## src/rtl/route_compute_buf.sv

```systemverilog
// Router input FIFO with XY route computed at enqueue; feeds the four-way split.
// Optional RCB_CORE_CNT_EN adds a 16-bit count of flits popped to the local core.
module route_compute_buf #(
   parameter int WIDTH  = 11,
   parameter int DEPTH  = 4,
   parameter int NODE_X = 0,
   parameter int NODE_Y = 0
) (
   input  logic                     CLK,
   input  logic                     _RESET,
   input  logic                     in_valid,
   output logic                     in_ready,
   input  logic [WIDTH-1:0]         in_data,
   output logic                     out_valid,
   input  logic                     out_ready,
   output logic [WIDTH-1:0]         out_data,
   output logic [1:0]               out_ctrl,
   output logic                     out_core,
   output logic [$clog2(DEPTH):0]   occupancy
`ifdef RCB_CORE_CNT_EN
   ,
   output logic [15:0]              core_flit_cnt
`endif
);

   localparam int AW = $clog2(DEPTH);
   localparam int CW = AW + 1;
   localparam int EW = WIDTH + 3;
   localparam logic [1:0] NX = 2'(NODE_X);
   localparam logic [1:0] NY = 2'(NODE_Y);

   logic [EW-1:0] mem [DEPTH];
   logic [AW-1:0] wr_ptr;
   logic [AW-1:0] rd_ptr;
   logic [CW-1:0] count;

   logic [1:0]    dx;
   logic [1:0]    dy;
   logic [1:0]    in_ctrl;
   logic          in_core;
   logic          push;
   logic          pop;
   logic [EW-1:0] head;

   assign dx = in_data[WIDTH-1:WIDTH-2];
   assign dy = in_data[WIDTH-3:WIDTH-4];

   // Conditions are mutually exclusive so the decode stays one-hot.
   always_comb begin
      in_ctrl = 2'b00;
      in_core = 1'b0;
      unique case (1'b1)
         (dx > NX):              in_ctrl = 2'b01;
         (dx < NX):              in_ctrl = 2'b11;
         (dx == NX && dy > NY):  in_ctrl = 2'b00;
         (dx == NX && dy < NY):  in_ctrl = 2'b10;
         default:                in_core = 1'b1;
      endcase
   end

   assign in_ready  = (count != CW'(DEPTH));
   assign out_valid = (count != '0);
   assign push      = in_valid && in_ready;
   assign pop       = out_valid && out_ready;

   assign head      = mem[rd_ptr];
   assign out_data  = out_valid ? head[WIDTH-1:0]     : '0;
   assign out_ctrl  = out_valid ? head[WIDTH+1:WIDTH] : 2'b00;
   assign out_core  = out_valid ? head[WIDTH+2]       : 1'b0;
   assign occupancy = count;

   always_ff @(posedge CLK) begin
      if (push) begin
         mem[wr_ptr] <= {in_core, in_ctrl, in_data};
      end
   end

   always_ff @(posedge CLK or negedge _RESET) begin
      if (!_RESET) begin
         wr_ptr <= '0;
         rd_ptr <= '0;
         count  <= '0;
      end else begin
         if (push) begin
            wr_ptr <= wr_ptr + AW'(1);
         end
         if (pop) begin
            rd_ptr <= rd_ptr + AW'(1);
         end
         if (push && !pop) begin
            count <= count + CW'(1);
         end else if (pop && !push) begin
            count <= count - CW'(1);
         end
      end
   end

`ifdef RCB_CORE_CNT_EN
   always_ff @(posedge CLK or negedge _RESET) begin
      if (!_RESET) begin
         core_flit_cnt <= '0;
      end else if (pop && out_core) begin
         core_flit_cnt <= core_flit_cnt + 16'd1;
      end
   end
`endif

endmodule
```

## config.mk

```make
export PLATFORM = sky130hd
export DESIGN_NAME = route_compute_buf
export DESIGN_NICKNAME = d
export VERILOG_FILES = /design/src/rtl/route_compute_buf.sv
export SDC_FILE = /design/constraint.sdc
export NUM_CORES = 1
export LEC_CHECK = 0
export ABC_CLOCK_PERIOD_IN_PS = 2950
export BUFFER_PORTS_ARGS = -buffer_cell sky130_fd_sc_hd__buf_2
export CAP_MARGIN = 20
export CORE_MARGIN = 2
export CORE_UTILIZATION = 56
export CTS_CLUSTER_SIZE = 28
export DETAILED_ROUTE_END_ITERATION = 6
export GPL_ROUTABILITY_DRIVEN = 0
export GPL_TIMING_DRIVEN = 0
export HOLD_SLACK_MARGIN = 0.05
export PLACE_DENSITY = 0.88
export SLEW_MARGIN = 30
export SYNTH_ARGS = -nofsm -noshare
export SYNTH_HDL_FRONTEND = slang
export SYNTH_SLANG_ARGS = --single-unit
export TNS_END_PERCENT = 20
```

## constraint.sdc

```tcl
create_clock -name CLK -period 2.95 [get_ports CLK]
set_input_delay 0.885 -clock CLK [delete_from_list [all_inputs] [get_ports CLK]]
set_output_delay 0.885 -clock CLK [all_outputs]
set_load 0.02 [all_outputs]
```

==> results of run 1 <==
==> final cells by class <==
class | count | area [um2]
Sequential cell | 59 | 1737
Fill cell | 263 | 1219
Multi-Input combinational cell | 54 | 628.1
Timing Repair Buffer | 32 | 160.2
Clock buffer | 9 | 123.9
Clock inverter | 7 | 92.59
Tap cell | 50 | 62.56
Buffer | 6 | 52.55
Inverter | 3 | 11.26
==> flip-flops by register name, summed over array words and instances, names as in the netlist <==
register,flops
mem,52
occupancy,3
rd_ptr,2
wr_ptr,2
==> kinds of logic after synthesis <==
logic type | Yosys count | synth area share
simple gates | 25 | 0.05925
buf+inv | 9 | 0.02627
fa+ha+maj | 6 | 0.03400
compound gates | 1 | 0.004636
flops | 59 | 0.7151
mux | 15 | 0.1376
xor+xnor | 6 | 0.02164
other cells | 1 | 0.001544
==> layer usage <==
layer / GRT usage / vias to the layer above
met1: 0.2119 / 591
met3: 0.04762 / 2
met2: 0.3016 / 40
met5: 0 / -
met4: 0.1026 / 0
li1: - / 554
==> path summary, 6_finish.rpt <==
path                              start           end  slack, ns  cells past startpoint
min reg2reg                occupancy[2]  occupancy[2]       0.58                      1
min                              _RESET     wr_ptr[1]       0.38                      1
max reg2reg                occupancy[2]  occupancy[2]       0.62                      9
max                        occupancy[2]   out_data[5]       0.21                      5
max in group asynchronous        _RESET  occupancy[1]       2.40                      1
min in group CLK           occupancy[2]  occupancy[2]       0.58                      1
==> power groups by stage <==
stage                     registers (mW)  logic [mW]  clock network [mW]
final                               1.21        1.14               0.774
after global routing                1.23        1.25               0.823
after CTS                           1.21        1.17               0.787
after detailed placement            1.23        1.17                   0
after global placement              1.21        1.13                   0
after floorplan                     1.23       0.832                   0
==> critical path, stage by stage (launching register included) <==
cell	delay (ns)
dfrtp_1	0.44
or3_1	0.38
clkbuf_1	0.19
buf_2	0.22
and2_1	0.15
buf_2	0.15
==> synthesized netlist by cell type <==
cell / count
a21boi_2: 1
and2_1: 17
buf_12: 1
buf_2: 2
buf_4: 1
buf_6: 1
clkbuf_1: 1
conb_1: 1
dfrtp_1: 7
edfxtp_1: 52
fa_1: 1
ha_1: 5
inv_1: 3
mux2_2: 2
mux4_1: 5
mux4_2: 8
nand2_1: 2
nand3_1: 1
nor2_1: 2
nor3_1: 1
or2_2: 1
or3_1: 1
xnor2_1: 4
xor2_1: 2
==> impl_metrics.py, run 1 <==
metrics = {
    "cts": {
        "cts-hold-fix-buffers": 0,
        "cts_tree": "yes",
        "cts_resized": 0,
        "cts_htree_levels": 3,
        "clkSinkCount": 59,
        "cts_buffers": 9,
        "ctsRootBufferMaster": "clkbuf_8",
        "clkTransAtPathRegs_ns": 0.07,
        "clkLatencyLatePin_ns": 0.32,
        "post-cts-setup-buffer-count": 0,
        "clockBufferDepth": 2,
    },
    "sta": {
        "drv_slew": 0,
        "setup_violations": 0,
        "fmax_mhz": 364.9,
        "maxSlewHeadroom": 0.5446,
        "period_minus_slack_ns": 2.741,
        "finalSetupTns_ns": 0,
        "worst_slew_pin_slew_ns": 0.6831,
        "fin_skew_ns": 0.008761,
        "fin_ws_ns": 0.2093,
        "hold_viol_final": 0,
        "rsz0062_at_grt": "no",
        "timing.hold.ws_ns": 0.3814,
        "fin_crit_sh": 0.9290,
    },
    "critical_path": {
        "worstSetupPathType": "reg -> out",
        "arrival_ns": 1.86,
        "path_max_fanout": 10,
        "critPathLaunchType": "register",
        "end_kind": "output pin",
        "required_ns": 2.07,
    },
    "place": {
        "port_buffers": 32,
        "dp_cells": 204,
        "post-dp-hpwl_um": 2622,
        "placed_area_um2": 2651,
        "place_ws_ns": 0.4385,
    },
    "route": {
        "drt_wl_total_um": 3752,
        "drtIter0Drc": 35,
        "drc": 0,
        "wl_met2_um": 2043,
        "routed.top_layer": "met4",
        "wire_per_inst_um": 17.05,
        "wl_met1_um": 1474,
        "postRouteAntennaNets": 0,
        "dr_total_vias": 1187,
        "met3_wirelength_um": 206,
        "drtPass1Iterations": 4,
        "vias_per_cell": 5.395,
    },
    "layout": {
        "fin_util": 0.7018,
        "areaGrowthSynthToFinish_pct": 18.08,
        "final_cell_mix": "edfxtp_1, buf_2, and2_1",
        "num_antenna_cells": 0,
        "fin_nets": 186,
        "final_common_cell": "edfxtp_1",
        "drive_gt1_frac": 0.3824,
        "finalNonFillerCells": 220,
        "finalInstanceArea_um2": 2868,
    },
    "power_and_ir_drop": {
        "ir_drop_mv": 0.6656,
        "total_power_mw": 3.131,
        "seqPwrFrac": 0.387,
        "power_density_nw_per_um2": 1092,
        "combinationalPowerShare": 0.366,
        "sw_frac_of_total": 0.3252,
        "netSwitchingPower_mw": 1.018,
        "p_leak_nw": 1.067,
        "pwr-share-clk": 0.247,
        "internal_power_mw": 2.113,
    },
    "synth": {
        "synth_top_cell_by_area": "edfxtp_1",
        "synth_top_area_frac": 0.6430,
        "ys_seq_elements": 59,
        "synth_area_um2": 2429,
        "synth_cell_types": 24,
        "ys_warn_count": 0,
        "avgSynthCellArea_um2": 19.91,
        "synthCells": 122,
        "ys_seq_area_frac": 0.7151,
        "synthTopCellsByArea": "edfxtp_1, mux4_2, dfrtp_1",
        "syn_nets": 143,
    },
    "floorplanning": {
        "dieWidth_um": 69.86,
        "die_area_um2": 4880,
        "row_count": 23,
        "coreArea_um2": 4086,
        "dieHeight_um": 69.86,
        "start_util": 0.5943,
        "io_pins": 34,
    },
    "grt": {
        "grt_pass1_vias": 1357,
        "antenna_found_initial": 0,
        "grt_max_degree": 14,
        "grtUsageTotal": 0.1806,
        "grt_overflow_total": 0,
        "grt_pass1_wl_um": 6396,
    },
    "outcome": {
        "outcome": "completed",
    },
    "hold_path": {
        "hold_path_class": "in -> async",
    },
    "run": {
        "max-cap-violations": 0,
    },
}
Power figures use the tool's default switching activity.
==> run 2: changes to the inputs <==
CORE_MARGIN = 1   (was 2)
REMOVE_ABC_BUFFERS = 1   (was not set)
==> run 2 against run 1 <==
Hold slack better by 0.0013 ns. Setup slack worse by 0.094 ns. Sequential power is 7% higher. Critical endpoint is now out_ctrl[0]. Critical path depth is 2 lower. Clock skew is 0.0034 ns lower. Largest power group unchanged.
==> impl_metrics.py, run 2 (same netlist as run 1, synthesis figures left out) <==
metrics = {
    "critical_path": {
        "critPathLaunchType": "register",
        "max_stage_delay_ns": 0.66,
        "critPathBufInv": 1,
        "end_kind": "output pin",
        "path_max_fanout": 15,
        "required_ns": 2.07,
        "crit_start": "rd_ptr[0]",
        "reg2reg_from": "occupancy[2]",
        "worstSetupPathType": "reg -> out",
        "path_cells": "mux4_1 > and2_1 > buf_2",
        "cp_slowest_cell": "dfrtp_2",
        "crit_family": "flip-flops",
        "rr_worst_depth": 8,
        "arrival_ns": 1.95,
        "cp.depth": 3,
    },
    "cts": {
        "clkLatencyLatePin_ns": 0.32,
        "cts_htree_levels": 3,
        "cts-hold-fix-buffers": 0,
        "cts_resized": 1,
        "cts_tree": "yes",
        "clkTransAtPathRegs_ns": 0.06,
        "clockBufferDepth": 2,
        "ctsRootBufferMaster": "clkbuf_8",
        "clkSinkCount": 59,
        "cts_buffers": 9,
        "post-cts-setup-buffer-count": 0,
    },
    "floorplanning": {
        "row_count": 23,
        "dieHeight_um": 67.86,
        "coreArea_um2": 4086,
        "die_area_um2": 4604,
        "io_pins": 34,
        "dieWidth_um": 67.86,
        "start_util": 0.5943,
    },
    "route": {
        "wire_per_inst_um": 17.91,
        "dr_total_vias": 1169,
        "vias_per_cell": 5.463,
        "drtPass1Iterations": 4,
        "drc": 0,
        "drt_wl_total_um": 3832,
        "drtIter0Drc": 83,
        "postRouteAntennaNets": 0,
    },
    "sta": {
        "drv_slew": 0,
        "finalSetupTns_ns": 0,
        "period_minus_slack_ns": 2.835,
        "fin_crit_sh": 0.9611,
        "setup_violations": 0,
        "timing.hold.ws_ns": 0.3827,
        "hold_viol_final": 0,
        "fin_skew_ns": 0.005351,
        "fmax_mhz": 352.7,
        "maxSlewHeadroom": 0.5072,
        "worst_slew_pin_slew_ns": 0.7392,
        "rsz0062_at_grt": "no",
    },
    "layout": {
        "final_cell_mix": "edfxtp_1, buf_2, and2_1",
        "fin_nets": 180,
        "areaGrowthSynthToFinish_pct": 15.56,
        "regMostFlops": "mem",
        "fillers": 269,
        "final_common_cell": "edfxtp_1",
        "finalInstanceArea_um2": 2806,
        "drive_gt1_frac": 0.3537,
        "num_antenna_cells": 0,
        "largest_reg_flops": 52,
    },
    "grt": {
        "grt_pass1_wl_um": 5906,
        "grtUsageTotal": 0.1930,
        "grt_max_degree": 17,
        "grt_overflow_total": 0,
        "grt_pass1_vias": 1278,
        "antenna_found_initial": 0,
    },
    "power_and_ir_drop": {
        "power_density_nw_per_um2": 1086,
        "total_power_mw": 3.049,
        "ir_drop_mv": 0.5701,
        "p_leak_nw": 1.040,
    },
    "place": {
        "placed_area_um2": 2599,
        "post-dp-hpwl_um": 2442,
        "port_buffers": 32,
    },
    "hold_path": {
        "hold_path_class": "in -> async",
    },
    "outcome": {
        "outcome": "completed",
    },
    "run": {
        "max-cap-violations": 0,
    },
}
-- run 2: cell count changes in the layout (fill, tap and decap cells not counted) --
cell and delta:
bufinv_16 -1, clkbuf_1 +2, buf_4 -1, clkinvlp_4 -3
clkinv_2 -2, dfrtp_1 -1, buf_2 -2, dfrtp_2 +1
buf_6 -1, clkbuf_8 +3, buf_12 -1
-- run 2: through the flow --
stage                     std cells    util  setup WS (ns)
after CTS                       214  0.6868        0.08521
final                           214  0.6868         0.1149
after global routing            214  0.6868        0.03852
after detailed placement        198  0.6359         0.1732
after global placement          198  0.6359         0.2106
after floorplan                 116       -         0.4949
-- run 2: cell type report --
type / count / area (um2) / area share
tap: 50 / 62.56 / 0.02229
multi-input combinational: 54 / 628.1 / 0.2238
timing repair buffer: 32 / 160.2 / 0.05707
sequential: 59 / 1738 / 0.6193
inverter: 3 / 11.26 / 0.004012
clock buffer: 15 / 176.4 / 0.06286
clock inverter: 1 / 30.03 / 0.01070
-- run 2: final timing paths --
path                       slack (ns)           end
min                              0.38     rd_ptr[1]
min reg2reg                      0.56  occupancy[2]
max reg2reg                      0.57  occupancy[2]
max in group asynchronous        2.40     rd_ptr[0]
max                              0.11   out_ctrl[0]
min in group CLK                 0.56  occupancy[2]
-- run 2: metal layers --
layer,vias up,GRT usage,part of all wire,routed length [um]
met3,4,0.05500,0.039,151
li1,546,-,-,-
met2,26,0.3193,0.52,2008
met1,593,0.2237,0.43,1637
met5,-,0,0,0
met4,0,0.1146,0.0091,35
-- run 2: where the power goes --
group | total [mW] | switching, mW | internal, mW
logic | 1.01 | 0.541 | 0.468
registers | 1.29 | 0.168 | 1.12
clock network | 0.748 | 0.287 | 0.461
total | 3.05 | 0.997 | 2.05
